==> config.mk <==
export PLATFORM = sky130hd
export DESIGN_NAME = sum_seq
export DESIGN_NICKNAME = d
export VERILOG_FILES = /design/src/rtl/sum_seq.sv
export SDC_FILE = /design/constraint.sdc
export NUM_CORES = 1
export LEC_CHECK = 0
export CORE_MARGIN = 2
export CORE_UTILIZATION = 47
export CTS_CLUSTER_SIZE = 10
export DETAILED_ROUTE_END_ITERATION = 6
export PLACE_DENSITY = 0.76
export REMOVE_ABC_BUFFERS = 1
export SYNTH_ARGS = -nofsm -noshare
export SYNTH_HDL_FRONTEND = slang
export SYNTH_SLANG_ARGS = --single-unit
==> constraint.sdc <==
create_clock -name clk -period 1.85 [get_ports clk]
set_input_delay 0.37 -clock clk [delete_from_list [all_inputs] [get_ports clk]]
set_output_delay 0.37 -clock clk [all_outputs]
set_load 0.01 [all_outputs]
==> src/rtl/sum_seq.sv <==
// sum_seq: sequential multi-operand adder.
// Accumulates up to DEPTH operands per group, or fewer if in_last closes the group early.
// The full-precision result is presented over a valid/ready handshake.
// Define SUM_SEQ_SIGNED_EN to treat operands as two's complement and sign-extend them.
// Without it, operands are unsigned and zero-extended.
module sum_seq #(
    parameter int unsigned WIDTH = 8,
    parameter int unsigned DEPTH = 4,
    localparam int unsigned RES_W = WIDTH + $clog2(DEPTH),
    localparam int unsigned CNT_W = $clog2(DEPTH + 1)
) (
    input  logic             clk,
    input  logic             rst_n,
    input  logic             in_valid,
    output logic             in_ready,
    input  logic [WIDTH-1:0] in_data,
    input  logic             in_last,
    output logic             out_valid,
    input  logic             out_ready,
    output logic [RES_W-1:0] out_res,
    output logic [CNT_W-1:0] out_cnt
);

    typedef enum logic [0:0] {StAcc, StDone} state_e;

    state_e           state_q, state_d;
    logic [RES_W-1:0] acc_q, acc_d;
    logic [CNT_W-1:0] cnt_q, cnt_d;
    logic [RES_W-1:0] res_q, res_d;
    logic [CNT_W-1:0] ocnt_q, ocnt_d;

    logic [RES_W-1:0] op_ext;
    logic [RES_W-1:0] acc_sum;
    logic [CNT_W-1:0] cnt_inc;
    logic             in_hs;
    logic             close_grp;

`ifdef SUM_SEQ_SIGNED_EN
    assign op_ext = {{(RES_W - WIDTH){in_data[WIDTH-1]}}, in_data};
`else
    assign op_ext = {{(RES_W - WIDTH){1'b0}}, in_data};
`endif

    // Handshake qualifiers are pure state decodes, so nothing here depends on out_ready.
    assign in_ready  = (state_q == StAcc);
    assign out_valid = (state_q == StDone);
    assign out_res   = res_q;
    assign out_cnt   = ocnt_q;

    assign acc_sum   = acc_q + op_ext;
    assign cnt_inc   = cnt_q + CNT_W'(1);
    assign in_hs     = in_valid && in_ready;
    assign close_grp = in_hs && ((cnt_inc == CNT_W'(DEPTH)) || in_last);

    // Next-state: accumulate in StAcc, publish the result on the closing operand, hold in StDone.
    always_comb begin
        state_d = state_q;
        acc_d   = acc_q;
        cnt_d   = cnt_q;
        res_d   = res_q;
        ocnt_d  = ocnt_q;
        unique case (state_q)
            StAcc: begin
                if (in_hs) begin
                    acc_d = acc_sum;
                    cnt_d = cnt_inc;
                    if (close_grp) begin
                        res_d   = acc_sum;
                        ocnt_d  = cnt_inc;
                        state_d = StDone;
                    end
                end
            end
            StDone: begin
                if (out_ready) begin
                    acc_d   = '0;
                    cnt_d   = '0;
                    state_d = StAcc;
                end
            end
        endcase
    end

    // State registers; reset discards any partial group and clears the published result.
    always_ff @(posedge clk or negedge rst_n) begin
        if (!rst_n) begin
            state_q <= StAcc;
            acc_q   <= '0;
            cnt_q   <= '0;
            res_q   <= '0;
            ocnt_q  <= '0;
        end else begin
            state_q <= state_d;
            acc_q   <= acc_d;
            cnt_q   <= cnt_d;
            res_q   <= res_d;
            ocnt_q  <= ocnt_d;
        end
    end

endmodule

==> summary.md, run 1 <==
- **status** complete, but fails checks
- **violations in the final reports** negative setup slack
- **arrival time of the worst setup path** 2.17 ns
- **power per cell area** 1517 mW/mm²
- **proportion of power drawn by flip-flops and latches** 32.5%
- **endpoint of the worst setup timing path** acc_q[6]
- **total I/O pin count** 28
- **fill cell total of the finished layout** 257
- **mean instance size in the synthesized netlist** 10.63 µm²
- **clock share of power** 8.1%
- **post-synthesis register bit count** 27
- **vias per std cell** 5.156
- **effective utilization at floorplan** 50.00%
- **share of final-layout standard cells stronger than drive strength 1** 28.50%
- **worst min-delay path class** input pin to asynchronous set/reset pin
- **initial drt markers** 33
- **Setup Viol. Count Final** 2
- **floorplan core area** 0.003103 mm²
- **TritonCTS clock tree** yes
- **Reg-to-Reg End** acc_q[6]
- **first-pass iteration count of the detailed router** 4
- **critical path capture point type** flop
- **total net switching power** 1.242 mW
- **clock buffers created by TritonCTS** 3
- **clk_skew** 0.02742 ns
- **worst setup path start** in_data[1]
- **data required time at the worst endpoint** 2.15 ns
- **worst ir drop on vdd** 0.0008230 V
- **Hold Fails Final Rpt** 0
- **RSZ-0062 raised after global routing** yes
- **PnR worst setup slack** -0.02051 ns
- **Max Fanout on Critical Path** 3
- **Leak Pwr** 1.001 nW
- **worst reg2reg setup slack** -0.01 ns
- **total gr overflow** 0
- **initial antenna violation count** 0
- **Syn-to-layout area delta** 38.23%
- **f_max** 0.5346 GHz
- **post-layout minimum cycle time** 1.871 ns
- **number of cells in the finished layout apart from fillers** 244
- **synth top area cells** sky130_fd_sc_hd__dfrtp_1 44%, sky130_fd_sc_hd__ha_1 8.1%, sky130_fd_sc_hd__nand2_1 5.8%
- **CTS Root Cell** sky130_fd_sc_hd__clkbuf_4
- **number of warnings printed during yosys synthesis** 0
- **Cells after Synth** 146
- **placed insts** 235
- **clk slew on worst S/H paths** 0.16 ns
- **Inserted Diodes** 0
- **part of the total power dissipated in combinational logic** 59.4%
- **Register-to-Register Path Depth** 8
- **maximum level of the CTS H-tree** 1
- **number of global-route vias before repair** 1273
- **routed len/inst** 14.06 µm
- **number of pins exceeding their max-slew limit in the final report** 0
- **startpoint of the worst register-to-register path** acc_q[0]
- **cts hold-fix bufs** 0
- **number of nets still failing antenna checks after routing** 0
- **Clock Sink Count** 27
- **critical setup path kind** input pin to flop
- **Placer Congestion** 0.7851
- **sequential share of the synthesized area** 43.55%
- **fraction of power spent switching nets** 38.18%
- **Die Ht** 61.46 µm
- **total routing resource utilization after global routing** 19.85%
- **Skew-Pair Late Insertion Delay** 0.35 ns
- **I/O Buffers** 27
- **total wire length** 3431 µm
- **number of buffers between clock root and the deepest sink** 2
- **number of placement rows** 20
- **Die ar.** 0.003777 mm²
- **global-route wire length before repair** 5595 µm
- **number of unique standard cell types used by synthesis** 35
- **die span in x** 61.46 µm
- **measured slew at the worst slew-check pin** 0.3464 ns
- **core occupancy in the finished layout** 69.11%
- **share of the clock period used by the worst path after layout** 101.1%
- **fraction of post-synthesis cell area in the top cell type by area** 43.55%
- **number of maximum-capacitance violations** 0
- **Setup crit start kind** input pin
- **vias after detailed routing** 1258
- **internal cell power** 2.011 mW
- **final routed DRC violation total** 0
- **Post-DP HPWL** 2510 µm
- **worst slew slack as a fraction of its limit** 76.91%
- **synthesized cell area** 0.001551 mm²
- **most area-hungry cell type in the Yosys netlist** sky130_fd_sc_hd__dfrtp_1
- **Nets** 225
- **pin count of the biggest net entering global routing** 28
-- registers in the layout, indices dropped and copies added, names as in the netlist --
name	cells
acc_q	10
out_cnt	3
out_valid	1
out_res	10
cnt_q	3
-- layer usage --
metal,global-route usage [%],part of all wire [%],vias up,routed length [µm]
met1,24.11,46,606,1579
met2,36.78,49,28,1679
met5,0,0,-,0
li1,-,-,617,-
met3,2.521,3.8,7,130
met4,5.471,1.2,0,42
-- Yosys cell counts (all sizes together) --
cell type / number
nor2b: 3
a21oi: 7
o2bb2ai: 1
a211oi: 1
a31oi: 1
mux2i: 2
buf: 6
o31ai: 1
o21a: 1
a21o: 4
nand2b: 1
xor2: 6
o22ai: 2
nor2: 5
o21bai: 1
ha: 10
nand4: 1
a31o: 1
inv: 5
o211ai: 3
dfrtp: 27
nand3: 1
and4: 1
nand2: 24
fa: 1
xnor2: 5
a22o: 3
o21ai: 16
mux2: 6
-- logic make-up (layout without fill, tap and decap cells) --
family / count (synthesis) / count (layout) / share of synthesized area [%]
compound gates: 42 / 42 / 19.28
simple gates: 36 / 36 / 10.40
flops: 27 / 27 / 43.55
fa+ha+maj: 11 / 11 / 9.355
xor+xnor: 11 / 11 / 6.210
buf+inv: 11 / 65 / 4.355
mux: 8 / 8 / 6.855
-- metrics by stage --
step           hold slack (ns)  worst slack, ns  power (mW)  cell area (µm²)  setup TNS (ns)
6_report                0.3708         -0.02051       3.253             2145        -0.03845
5_1_grt                 0.3906          -0.1008       3.497             2145         -0.3323
4_1_cts                 0.4005         -0.03745       3.169             2086        -0.06731
3_5_place_dp            0.4573          -0.5681       2.798             2008          -5.175
3_3_place_gp            0.4541          -0.4832       2.729             2008          -4.684
2_1_floorplan          0.07441         -0.02170       2.040             1503        -0.02170
-- final cells by class --
| cell class | count | area, µm² | share of cell area, % |
|---|---|---|---|
| inverters | 5 | 18.77 | 0.8751 |
| repair buffers | 56 | 490.5 | 22.87 |
| clock buffers | 3 | 22.52 | 1.050 |
| clock inverters | 1 | 5.005 | 0.2334 |
| multi-input cells | 108 | 874.6 | 40.78 |
| flip-flops and latches | 27 | 678.2 | 31.62 |
| well taps | 44 | 55.05 | 2.567 |
-- placed cells by master (no fill, tap or decap), types with 2 or more instances in the layout --
cell type / netlist / final
sky130_fd_sc_hd__dfrtp_1: 27 / 25
sky130_fd_sc_hd__mux2_4: 5 / 6
sky130_fd_sc_hd__clkdlybuf4s50_1: 0 / 26
sky130_fd_sc_hd__o22ai_1: 2 / 2
sky130_fd_sc_hd__a21oi_4: 0 / 2
sky130_fd_sc_hd__ha_1: 10 / 8
sky130_fd_sc_hd__mux2i_1: 2 / 2
sky130_fd_sc_hd__a21o_1: 4 / 4
sky130_fd_sc_hd__inv_1: 5 / 4
sky130_fd_sc_hd__nor2b_1: 2 / 2
sky130_fd_sc_hd__o21ai_1: 6 / 6
sky130_fd_sc_hd__buf_4: 0 / 28
sky130_fd_sc_hd__a21oi_1: 3 / 3
sky130_fd_sc_hd__a22o_1: 3 / 3
sky130_fd_sc_hd__xnor2_1: 5 / 5
sky130_fd_sc_hd__nor2_1: 5 / 5
sky130_fd_sc_hd__dfrtp_2: 0 / 2
sky130_fd_sc_hd__o21ai_0: 9 / 9
sky130_fd_sc_hd__clkbuf_4: 0 / 3
sky130_fd_sc_hd__xor2_1: 6 / 6
sky130_fd_sc_hd__a21oi_2: 4 / 2
sky130_fd_sc_hd__nand2_1: 24 / 23
sky130_fd_sc_hd__o211ai_1: 3 / 3
-- worst min path at each step --
| stage | cells past startpoint | to | slack [ns] |
|---|---|---|---|
| finish | 2 | out_res[1] | 0.37 |
| CTS | 2 | out_res[1] | 0.40 |
| floorplan | 0 | acc_q[0] | 0.07 |
| global route | 2 | out_res[1] | 0.39 |
| global placement | 2 | out_cnt[2] | 0.45 |
| detailed placement | 2 | out_cnt[2] | 0.46 |
-- power groups by stage --
stage / Sequential, mW / Combinational, mW / Clock (mW)
2_1_floorplan: 1.10 / 0.943 / 0
3_3_place_gp: 1.05 / 1.68 / 0
3_5_place_dp: 1.07 / 1.73 / 0
4_1_cts: 1.06 / 1.85 / 0.264
5_1_grt: 1.10 / 2.11 / 0.295
6_report: 1.06 / 1.93 / 0.263
-- repair_timing --
action,4_1_cts,5_1_grt
setup buffers,0,5
endpoints found under the setup margin,8,14
gates resized for setup,12,4
pin swaps,4,7
-- worst max-delay path: stages --
cell	delay [ns]
sky130_fd_sc_hd__clkdlybuf4s50_1	0.48
sky130_fd_sc_hd__inv_1	0.06
sky130_fd_sc_hd__fa_2	0.39
sky130_fd_sc_hd__nand2b_4	0.15
sky130_fd_sc_hd__a21oi_4	0.20
sky130_fd_sc_hd__a31oi_4	0.14
sky130_fd_sc_hd__mux2_4	0.32
sky130_fd_sc_hd__nand2_2	0.05
Note: power is estimated with default switching activity, not from simulation.
==> run 2, diff against run 1 <==
--- a/config.mk
+++ b/config.mk
@@ -9,6 +9,7 @@
 export CORE_UTILIZATION = 47
 export CTS_CLUSTER_SIZE = 10
 export DETAILED_ROUTE_END_ITERATION = 6
+export GPL_TIMING_DRIVEN = 0
 export PLACE_DENSITY = 0.76
 export REMOVE_ABC_BUFFERS = 1
 export SYNTH_ARGS = -nofsm -noshare
==> run 2 against run 1 <==
Effect of this change: via count shrank 5.8%; wire length shrank 3.8%; the run still ends with negative setup slack left; hold slack lost 0.35 ns; sequential power is essentially flat; die area is the same; critical endpoint is now out_res[4]; final cell count shrank 7.4%; critical path type is now flop to flop; fmax grew 0.96%; clock power shrank 2%; clock-buffer cell count grew 1.
==> summary.md, run 2 (same netlist as run 1, synthesis figures left out) <==
- **die span in x** 61.46 µm, unchanged
- **Clock Sink Count** 27, unchanged
- **TritonCTS clock tree** yes, unchanged
- **clk_skew** 0.002863 ns, was 0.02742 ns
- **Setup Viol. Count Final** 1, was 2
- **arrival time of the worst setup path** 2.08 ns, was 2.17 ns
- **vias per std cell** 5.243, was 5.156
- **Die ar.** 0.003777 mm², unchanged
- **Die Ht** 61.46 µm, unchanged
- **Setup crit start kind** flop, was input pin
- **final routed DRC violation total** 0, unchanged
- **worst setup path start** acc_q[0], was in_data[1]
- **startpoint of the worst register-to-register path** acc_q[0], unchanged
- **first-pass iteration count of the detailed router** 4, unchanged
- **Post-DP HPWL** 2255 µm, was 2510 µm
- **f_max** 0.5397 GHz, was 0.5346 GHz
- **Hold Fails Final Rpt** 0, unchanged
- **worst reg2reg setup slack** -0.003 ns, was -0.01 ns
- **critical setup path kind** flop to flop, was input pin to flop
- **total I/O pin count** 28, unchanged
- **number of pins exceeding their max-slew limit in the final report** 0, unchanged
- **total routing resource utilization after global routing** 19.52%, was 19.85%
- **Nets** 207, was 225
- **worst ir drop on vdd** 0.0009457 V, was 0.0008230 V
- **data required time at the worst endpoint** 2.08 ns, was 2.15 ns
- **WHS** 0.02533 ns, was 0.3708 ns
- **status** complete, but fails checks, unchanged
- **violations in the final reports** negative setup slack, unchanged
- **RSZ-0062 raised after global routing** yes, unchanged
- **share of final-layout standard cells stronger than drive strength 1** 22.53%, was 28.50%
- **Syn-to-layout area delta** 29.27%, was 38.23%
- **most common cell after layout, fill and taps aside** sky130_fd_sc_hd__dfrtp_1, was sky130_fd_sc_hd__buf_4
- **routed len/inst** 14.60 µm, was 14.06 µm
- **maximum level of the CTS H-tree** 1, unchanged
- **Inserted Diodes** 0, unchanged
- **worst min-delay path class** input pin to asynchronous set/reset pin, unchanged
- **number of placement rows** 20, unchanged
- **power per cell area** 1541 mW/mm², was 1517 mW/mm²
- **pin count of the biggest net entering global routing** 28, unchanged
- **Max Fanout on Critical Path** 3, unchanged
- **PnR worst setup slack** -0.002782 ns, was -0.02051 ns
- **share of the clock period used by the worst path after layout** 100.2%, was 101.1%
- **CTS Root Cell** sky130_fd_sc_hd__clkbuf_4, unchanged
- **number of nets still failing antenna checks after routing** 0, unchanged
- **uppermost metal layer occupied by signal nets** met4, unchanged
- **Leak Pwr** 0.9176 nW, was 1.001 nW
- **initial antenna violation count** 0, unchanged
- **clk slew on worst S/H paths** 0.14 ns, was 0.16 ns
- **Post-Route M1 WL** 1454 µm, was 1579 µm
- **vias after detailed routing** 1185, was 1258
- **routed length on met2** 1657 µm, was 1679 µm
- **clock buffers created by TritonCTS** 3, unchanged
- **Register-to-Register Path Depth** 8, unchanged
- **measured slew at the worst slew-check pin** 0.5975 ns, was 0.3464 ns
- **number of global-route vias before repair** 1184, was 1273
- **number of maximum-capacitance violations** 0, unchanged
- **initial drt markers** 29, was 33
- **Skew-Pair Late Insertion Delay** 0.33 ns, was 0.35 ns
- **cts hold-fix bufs** 0, unchanged
- **Detail Route met3 WL** 154 µm, was 130 µm
- **critical path capture point type** flop, unchanged
- **worst slew slack as a fraction of its limit** 60.16%, was 76.91%
- **total wire length** 3300 µm, was 3431 µm
- **global-route wire length before repair** 5354 µm, was 5595 µm
- **post-layout minimum cycle time** 1.853 ns, was 1.871 ns
- **number of buffers between clock root and the deepest sink** 2, unchanged
- **floorplan core area** 0.003103 mm², unchanged
- **most frequent cells in the layout** 26 x sky130_fd_sc_hd__dfrtp_1, 23 x sky130_fd_sc_hd__clkdlybuf4s50_1, 22 x sky130_fd_sc_hd__nand2_1, 9 x sky130_fd_sc_hd__o21ai_0, 9 x sky130_fd_sc_hd__buf_4, was 28 x sky130_fd_sc_hd__buf_4, 26 x sky130_fd_sc_hd__clkdlybuf4s50_1, 25 x sky130_fd_sc_hd__dfrtp_1, 23 x sky130_fd_sc_hd__nand2_1, 9 x sky130_fd_sc_hd__o21ai_0
- **I/O Buffers** 27, unchanged
- **effective utilization at floorplan** 50.00%, unchanged
- **core occupancy in the finished layout** 64.64%, was 69.11%
- **total gr overflow** 0, unchanged
- **Design Power** 3.091 mW, was 3.253 mW
- **Placer Congestion** 0.7706, was 0.7851
- **Reg-to-Reg End** out_res[4], was acc_q[6]
[run 2: worst max path at each step]
stage / to
6_report: out_res[4]
3_5_place_dp: out_res[5]
5_1_grt: acc_q[8]
3_3_place_gp: out_res[0]
4_1_cts: out_res[4]
2_1_floorplan: acc_q[6]
[run 2: power by group]
part	internal [mW]	switching (mW)
Combinational	0.961	0.831
Sequential	0.855	0.187
Clock	0.0846	0.173
[run 2: area by class of cell]
type	count	area, µm²
Multi-Input combinational cell	108	877.1
Clock buffer	4	26.28
Inverter	5	18.77
Fill cell	265	1097
Tap cell	44	55.05
Timing Repair Buffer	38	351.6
Sequential cell	27	676.9
[run 2: timing repair]
| item | 4_1_cts | 5_1_grt |
|---|---|---|
| resized for setup | 21 | 1 |
| buffers inserted | 8 | 3 |
| pin swaps | 3 | 1 |
| endpoints found under the setup margin | 18 | 12 |
| hold endpoints to repair | 0 | 0 |
[run 2: worst max-delay path, cell delays in order, from the launching register on]
cell                       delay, ns
sky130_fd_sc_hd__dfrtp_1        0.38
sky130_fd_sc_hd__ha_2           0.19
sky130_fd_sc_hd__inv_2          0.04
sky130_fd_sc_hd__fa_2           0.35
sky130_fd_sc_hd__nand2b_4       0.16
sky130_fd_sc_hd__a21oi_4        0.19
sky130_fd_sc_hd__buf_6          0.13
sky130_fd_sc_hd__xor2_2         0.06
sky130_fd_sc_hd__mux2_4         0.26
[run 2: metrics by stage]
stage | cells | setup TNS (ns) | worst slack, ns | area, µm²
finish | 226 | -0.002782 | -0.002782 | 2006
floorplan | 140 | -0.02170 | -0.02170 | 1503
detailed placement | 211 | -10.41 | -0.6992 | 1828
global route | 226 | -0.4336 | -0.1192 | 2006
CTS | 223 | -0.05121 | -0.02277 | 1986
global placement | 211 | -9.260 | -0.6445 | 1828
[run 2: layer usage]
layer  GRT usage [%]  vias up
met2           34.04       26
met1           24.47      571
met5               0        -
li1                -      582
met3           4.622        6
met4           4.863        0
